$ cat config.mk
export PLATFORM = sky130hd
export DESIGN_NAME = instruction_fetch_sequencer_flat
export DESIGN_NICKNAME = d
export VERILOG_FILES = /design/src/rtl/instruction_fetch_sequencer_pkg.sv /design/src/rtl/instruction_fetch_sequencer_if.sv /design/src/rtl/instruction_fetch_sequencer_fetch_counter.sv /design/src/rtl/instruction_fetch_sequencer.sv /design/src/flat_wrapper.sv
export SDC_FILE = /design/constraint.sdc
export NUM_CORES = 1
export LEC_CHECK = 0
export BUFFER_PORTS_ARGS = -buffer_cell sky130_fd_sc_hd__buf_2
export CORE_AREA = 2 2 39 41
export CTS_CLUSTER_SIZE = 12
export DETAILED_ROUTE_END_ITERATION = 16
export DIE_AREA = 0 0 41 43
export GPL_ROUTABILITY_DRIVEN = 0
export PLACE_DENSITY = 0.59
export SYNTH_ARGS = -nofsm -noshare
export SYNTH_HDL_FRONTEND = slang
export SYNTH_SLANG_ARGS = --single-unit
$ cat constraint.sdc
create_clock -name Clock -period 1.21 [get_ports Clock]
set_clock_uncertainty 0.1 [all_clocks]
set_input_delay 0.242 -clock Clock [delete_from_list [all_inputs] [get_ports Clock]]
set_output_delay 0.242 -clock Clock [all_outputs]
set_load 0.02 [all_outputs]
$ cat src/rtl/instruction_fetch_sequencer_pkg.sv
// Shared types and ARF/memory control encodings for the instruction fetch sequencer.
package fetch_seq_pkg;

  typedef enum logic [2:0] {
    ST_INIT,
    ST_IDLE,
    ST_FETCH_LO,
    ST_FETCH_HI,
    ST_ISSUE,
    ST_HALTED
  } fetch_state_e;

  localparam logic [2:0] ARF_FS_INC  = 3'b001;
  localparam logic [2:0] ARF_FS_CLR  = 3'b011;
  localparam logic [2:0] ARF_RS_PC   = 3'b100;
  localparam logic [2:0] ARF_RS_NONE = 3'b000;
  localparam logic [1:0] ARF_OD_PC   = 2'b00;
  localparam logic       MEM_CS_ON   = 1'b0;

endpackage

$ cat src/rtl/instruction_fetch_sequencer_if.sv
// Handshake and datapath control bundle between the fetch sequencer and the
// rest of the ALU system (execute controller, memory, IR, ARF).
interface instruction_fetch_sequencer_if;
  logic       Start;
  logic       Halt;
  logic       ExecDone;
  logic       InstrValid;
  logic       FetchOwnsBus;
  logic       Mem_CS;
  logic       Mem_WR;
  logic       IR_Write;
  logic       IR_LH;
  logic [2:0] ARF_FunSel;
  logic [2:0] ARF_RegSel;
  logic [1:0] ARF_OutDSel;
  logic       Busy;

  // Sequencer side
  modport master (
    input  Start, Halt, ExecDone,
    output InstrValid, FetchOwnsBus, Mem_CS, Mem_WR, IR_Write, IR_LH,
           ARF_FunSel, ARF_RegSel, ARF_OutDSel, Busy
  );

  // System / execute-controller side
  modport slave (
    output Start, Halt, ExecDone,
    input  InstrValid, FetchOwnsBus, Mem_CS, Mem_WR, IR_Write, IR_LH,
           ARF_FunSel, ARF_RegSel, ARF_OutDSel, Busy
  );
endinterface

$ cat src/rtl/instruction_fetch_sequencer_fetch_counter.sv
// 16-bit wrapping counter with synchronous clear (priority) and enable.
module fetch_counter (
  input  logic        clk_i,
  input  logic        clr_i,
  input  logic        en_i,
  output logic [15:0] count_o
);
  logic [15:0] count_q;

  // Clear wins over enable; natural 16-bit wrap on increment
  always_ff @(posedge clk_i) begin
    if (clr_i)     count_q <= '0;
    else if (en_i) count_q <= count_q + 16'd1;
  end

  assign count_o = count_q;
endmodule

$ cat src/rtl/instruction_fetch_sequencer.sv
// Fetch-side control FSM: reads a 16-bit instruction (low byte, then high byte)
// at the PC into the IR, bumping the PC per byte, then hands it to the execute
// controller via InstrValid/ExecDone. Optional FETCH_COUNT_EN adds a 16-bit
// FetchCount output counting completed fetches.
module instruction_fetch_sequencer
  import fetch_seq_pkg::*;
#(
  parameter int unsigned RESET_PC_CLEAR = 1
) (
  input  logic                           Clock,
  input  logic                           Reset,
  instruction_fetch_sequencer_if.master  bus
`ifdef FETCH_COUNT_EN
  ,
  output logic [15:0]                    FetchCount
`endif
);

  fetch_state_e state_q, state_d;

  // State register; reset forces INIT from any state
  always_ff @(posedge Clock) begin
    if (Reset) state_q <= ST_INIT;
    else       state_q <= state_d;
  end

  // Next-state and Moore output decode
  always_comb begin
    state_d          = state_q;
    bus.InstrValid   = 1'b0;
    bus.FetchOwnsBus = 1'b0;
    bus.Mem_CS       = ~MEM_CS_ON;
    bus.Mem_WR       = 1'b0;
    bus.IR_Write     = 1'b0;
    bus.IR_LH        = 1'b0;
    bus.ARF_FunSel   = 3'b000;
    bus.ARF_RegSel   = ARF_RS_NONE;
    bus.ARF_OutDSel  = ARF_OD_PC;
    bus.Busy         = 1'b1;

    unique case (state_q)
      ST_INIT: begin
        bus.FetchOwnsBus = 1'b1;
        if (RESET_PC_CLEAR != 0) begin
          bus.ARF_RegSel = ARF_RS_PC;
          bus.ARF_FunSel = ARF_FS_CLR;
        end
        state_d = ST_IDLE;
      end
      ST_IDLE: begin
        bus.Busy = 1'b0;
        if (bus.Start) state_d = ST_FETCH_LO;
      end
      ST_FETCH_LO, ST_FETCH_HI: begin
        bus.FetchOwnsBus = 1'b1;
        bus.Mem_CS       = MEM_CS_ON;
        bus.IR_Write     = 1'b1;
        bus.IR_LH        = (state_q == ST_FETCH_HI);
        bus.ARF_RegSel   = ARF_RS_PC;
        bus.ARF_FunSel   = ARF_FS_INC;
        state_d          = (state_q == ST_FETCH_LO) ? ST_FETCH_HI : ST_ISSUE;
      end
      ST_ISSUE: begin
        bus.InstrValid = 1'b1;
        if (bus.ExecDone) state_d = bus.Halt ? ST_HALTED : ST_FETCH_LO;
      end
      ST_HALTED: begin
        bus.Busy = 1'b0;
        if (bus.Start) state_d = ST_FETCH_LO;
      end
      default: state_d = ST_INIT;
    endcase
  end

`ifdef FETCH_COUNT_EN
  // Reset gates the enable so an aborted FETCH_HI is not counted
  fetch_counter u_fetch_counter (
    .clk_i   (Clock),
    .clr_i   (Reset || (state_q == ST_INIT)),
    .en_i    (!Reset && (state_q == ST_FETCH_HI)),
    .count_o (FetchCount)
  );
`endif

endmodule
$ cat src/flat_wrapper.sv
// flat-port wrapper written by rule: the top's interface ports become plain ports
module instruction_fetch_sequencer_flat import fetch_seq_pkg::*;
#(
  parameter int unsigned RESET_PC_CLEAR = 1
)
  (Clock, Reset, bus_Start, bus_Halt, bus_ExecDone, bus_InstrValid, bus_FetchOwnsBus, bus_Mem_CS, bus_Mem_WR, bus_IR_Write, bus_IR_LH, bus_ARF_FunSel, bus_ARF_RegSel, bus_ARF_OutDSel, bus_Busy);
  instruction_fetch_sequencer_if bus_i ();
  input  logic Clock;
  input  logic Reset;
  input wire logic [$bits(bus_i.Start)-1:0] bus_Start;
  input wire logic [$bits(bus_i.Halt)-1:0] bus_Halt;
  input wire logic [$bits(bus_i.ExecDone)-1:0] bus_ExecDone;
  output wire logic [$bits(bus_i.InstrValid)-1:0] bus_InstrValid;
  output wire logic [$bits(bus_i.FetchOwnsBus)-1:0] bus_FetchOwnsBus;
  output wire logic [$bits(bus_i.Mem_CS)-1:0] bus_Mem_CS;
  output wire logic [$bits(bus_i.Mem_WR)-1:0] bus_Mem_WR;
  output wire logic [$bits(bus_i.IR_Write)-1:0] bus_IR_Write;
  output wire logic [$bits(bus_i.IR_LH)-1:0] bus_IR_LH;
  output wire logic [$bits(bus_i.ARF_FunSel)-1:0] bus_ARF_FunSel;
  output wire logic [$bits(bus_i.ARF_RegSel)-1:0] bus_ARF_RegSel;
  output wire logic [$bits(bus_i.ARF_OutDSel)-1:0] bus_ARF_OutDSel;
  output wire logic [$bits(bus_i.Busy)-1:0] bus_Busy;
  assign bus_i.Start = bus_Start;
  assign bus_i.Halt = bus_Halt;
  assign bus_i.ExecDone = bus_ExecDone;
  assign bus_InstrValid = bus_i.InstrValid;
  assign bus_FetchOwnsBus = bus_i.FetchOwnsBus;
  assign bus_Mem_CS = bus_i.Mem_CS;
  assign bus_Mem_WR = bus_i.Mem_WR;
  assign bus_IR_Write = bus_i.IR_Write;
  assign bus_IR_LH = bus_i.IR_LH;
  assign bus_ARF_FunSel = bus_i.ARF_FunSel;
  assign bus_ARF_RegSel = bus_i.ARF_RegSel;
  assign bus_ARF_OutDSel = bus_i.ARF_OutDSel;
  assign bus_Busy = bus_i.Busy;
  instruction_fetch_sequencer #(.RESET_PC_CLEAR(RESET_PC_CLEAR)) u_core (.Clock(Clock), .Reset(Reset), .bus(bus_i));
endmodule
# == Word-level counts from Yosys, hierarchy flattened ==
# Cells that the tools add are included.
# op_classes
eq_ne,7
mux,13
n_reduce_logical,5
# op_table
cell,count
$mux 3,5
$pmux 3 s4,1
$eq 3x2->1 const B,2
$eq 3x3->1 const B,2
$mux 1,6
$pmux 2 s2,1
$reduce_or 2->1,2
$eq 3x1->1 const B,1
$logic_not 3->1,1
$reduce_or 3->1,1
$ne 2x1->1 const B,1
$ne 2x2->1 const B,1
$reduce_and 2->1,1
# totals
reg_bits,3
inputBits,5

# == Depth between registers and ports, before layout ==
# depth
ltp_word,4
mapped_depth,4
ltp_nobuf,4

# == Least setup slack after synthesis ==
# Ideal clock, no wire load.
# synth_path
path_type,register to output
from,register u_core.state_q[1]
to,output port bus_IR_LH
arrival_time_ps,1170
t_required_ps,868
setup_slack_ps,-302
stages_incl_launch_ff,5
cell_sequence,dfxtp_1 -> inv_2 -> nor2_2 -> inv_2 -> nor2_1
# synth_between
elab_chain_cells,3
# synth_lines
item,line_no,rtl
from (decl),instruction_fetch_sequencer.sv:19,"fetch_state_e state_q, state_d;"
from (signal assigned),instruction_fetch_sequencer.sv:24,else state_q <= state_d;
$eq 3x2->1 (on tied branches),"instruction_fetch_sequencer.sv:41, instruction_fetch_sequencer.sv:58",
$reduce_or 2->1,instruction_fetch_sequencer.sv:41,unique case (state_q)
$mux 1 *,instruction_fetch_sequencer.sv:41,
to (decl),flat_wrapper.sv:18,output wire logic [$bits(bus_i.IR_LH)-1:0] bus_IR_LH;
# Every way passes the cells marked *; elsewhere a longest branch is shown, timed or not.

# == Final worst setup path ==
# layout_path
from,register u_core.state_q[0]
to,output port bus_ARF_FunSel[0]
# layout_between
elab_chain_cells,3
# layout_lines
item,line_no,rtl
$eq 3x2->1,instruction_fetch_sequencer.sv:41,
$reduce_or 2->1,instruction_fetch_sequencer.sv:41,
$pmux 2 s2 *,instruction_fetch_sequencer.sv:41,
to (decl),flat_wrapper.sv:19,output wire logic [$bits(bus_i.ARF_FunSel)-1:0] bus_ARF_FunSel;
# Marks and branches as above.

==> metrics.cfg <==
[outcome]
status=complete, but fails checks
violations=setup timing

[sta]
finalHoldViolations=0
min_period_ns=1.35
slew_viol_final=0
finalSetupViolCount=9
fin_setup_tns_ns=-0.996
period_share=1.12
timing.fmax_ghz=0.739
finalWorstSetupSlack_ns=-0.143
grt_setup_unrepaired=true

[yosys]
yosysWarnings=0
synth-seq-area-share=0.207
synth-seq-cells=3
synth-adder-area-share=0
synthMuxAreaShare=0
synth_edf_count=0
synth_compound_area_frac=0.254
synth_top_family_by_area=buffers and inverters
synth_most_common_cell=buf_4
yosys.area_share.simple=0.254
synth_area_sq_um=290
async_reset_ff_frac=0
ys.flop_type=dfxtp_1
synth_top_area_cell=dfxtp_1
yosys.area_share.xor_xnor=0
synthTopCellsByArea=dfxtp_1, buf_4, and2b_1
synth.top_cell.area_share=0.207
syn_avg_cell_area_sq_um=7.85
synth.distinct_cells=20
synthCells=37
synth_commonest_cells=buf_4, a21oi_1, and2b_1, dfxtp_1, nor3_1

[floorplanning]
die_h_microns=43
pin_count=20
rows=14
die_width_microns=41
start_util=0.210
dieArea_sq_mm=0.00176
coreArea_sq_mm=0.00138

[worst_setup_path]
r2r_end=u_core.state_q[0]
worstPathRequired_ns=0.87
path_max_fanout=6
worstPathArrival_ns=1.01
r2r_cells=4
start_kind=flop
crit_type=reg -> out
r2r_slack_ns=0
reg2reg_from=u_core.state_q[0]
critPathCaptureType=output pin

[hold_path]
hold_class=in -> reg
min_to=u_core.state_q[1]
min_from=Reset
min_path_cells=2

[global_route]
track_usage=0.0882
first_global_vias=266
antenna_found_initial=0
overflow=0
grt_max_degree=8
grt_pass1_wl_microns=1040

[place]
place_inst=66
dp_hpwl_microns=491
placed_cell_area_sq_um=390
port_buffers=13

[clock_tree]
insertion_delay_ns=0.23
cts_buffer_depth=2
clk_pin_slew_ns=0.04
numCtsBuffers=3
root_buffer=clkbuf_4
htree_num_levels=1
cts_tree=built
cts_sinks=3

[routing]
drtIter0Drc=4
dr.pass1.iters=2
drcViolationCount=0
vias_per_cell=4.01
routed_wirelength_microns=671
ant_nets=0
routedWlPerCell_microns=9.19
dr_total_vias=293

[pwr]
p_leak_nw=0.230
p_total_mw=0.748
cellPowerDensity_mw_per_mm2=1500
irDropWorstVdd_mv=0.502

[final_layout]
reg.largest.list=u_core.state_q x3
diodes=0
final_area_sq_um=499
final_nets=63
largest_register=u_core.state_q
syn_to_final_growth_pct=72.0
drive_gt1_frac=0.667
stdcell_count=73
largest_register_ff_count=3
fin_util=0.361

[flow_run]
max_cap_viol_count=0

-- worst max-delay path: stages, from the launching register on --
cell	delay [ns]
dfxtp_2	0.33
buf_6	0.14
a21oi_1	0.15
buf_4	0.16
-- layer usage --
metal | up-vias | GRT usage | wire (microns)
li1 | 152 | - | -
met1 | 132 | 0.102 | 250
met2 | 9 | 0.128 | 380
met3 | 0 | 0.0314 | 39
met4 | 0 | 0.0600 | 0
met5 | - | 0 | 0
-- timing repair --
action / CTS / global route
pin swaps: 1 / 0
setup endpoints to repair: 9 / 10
gates resized for setup: 19 / 2
setup buffers: 3 / 0
hold buffers: 0 / 0
-- stage by stage --
stage / worst slack [ns] / hold slack, ns
finish: -0.143 / 0.133
global route: -0.207 / 0.129
CTS: -0.146 / 0.119
detailed placement: -0.00541 / 0.371
global placement: 0.0108 / 0.369
floorplan: -0.0440 / 0.204
-- worst max path at each step --
| stage | cells past startpoint | slack (ns) | end | start |
|---|---|---|---|---|
| 6_report | 3 | -0.14 | bus_ARF_FunSel[0] | u_core.state_q[0] |
| 5_1_grt | 3 | -0.21 | bus_ARF_FunSel[0] | u_core.state_q[0] |
| 4_1_cts | 3 | -0.15 | bus_ARF_FunSel[1] | u_core.state_q[0] |
| 3_5_place_dp | 3 | -0.005 | bus_InstrValid | u_core.state_q[2] |
| 3_3_place_gp | 3 | 0.01 | bus_InstrValid | u_core.state_q[2] |
| 2_1_floorplan | 4 | -0.04 | bus_IR_LH | u_core.state_q[1] |
-- cell usage in the layout (no fill, tap or decap), drive strengths merged --
| master | n |
|---|---|
| or3 | 1 |
| nand2b | 1 |
| inv | 4 |
| nor3 | 4 |
| o31ai | 1 |
| dfxtp | 3 |
| o21ai | 1 |
| clkbuf | 4 |
| conb | 6 |
| a221oi | 1 |
| buf | 19 |
| a21oi | 4 |
| a211oi | 1 |
| nor2 | 2 |
| a21o | 1 |
| and2b | 3 |
| nand2 | 1 |
-- power by group --
group	internal (mW)	total [mW]	leakage (nW)	switching, mW
logic	0.198	0.426	0.188	0.228
clock network	0.124	0.174	0.0150	0.0510
registers	0.118	0.148	0.0263	0.0302
-- cell families after synthesis --
group	Yosys count
AND/OR/NAND/NOR	12
AO/OA/AOI/OAI	9
buffers and inverters	12
other	1
flip-flops	3
-- layout make-up --
type / count / area [sq um]
timing repair buffer: 19 / 154
sequential: 3 / 68.8
inverter: 4 / 20.0
clock buffer: 4 / 26.3
tap: 16 / 20.0
fill: 150 / 885
multi-input combinational: 27 / 210
Power figures use the tool's default switching activity.
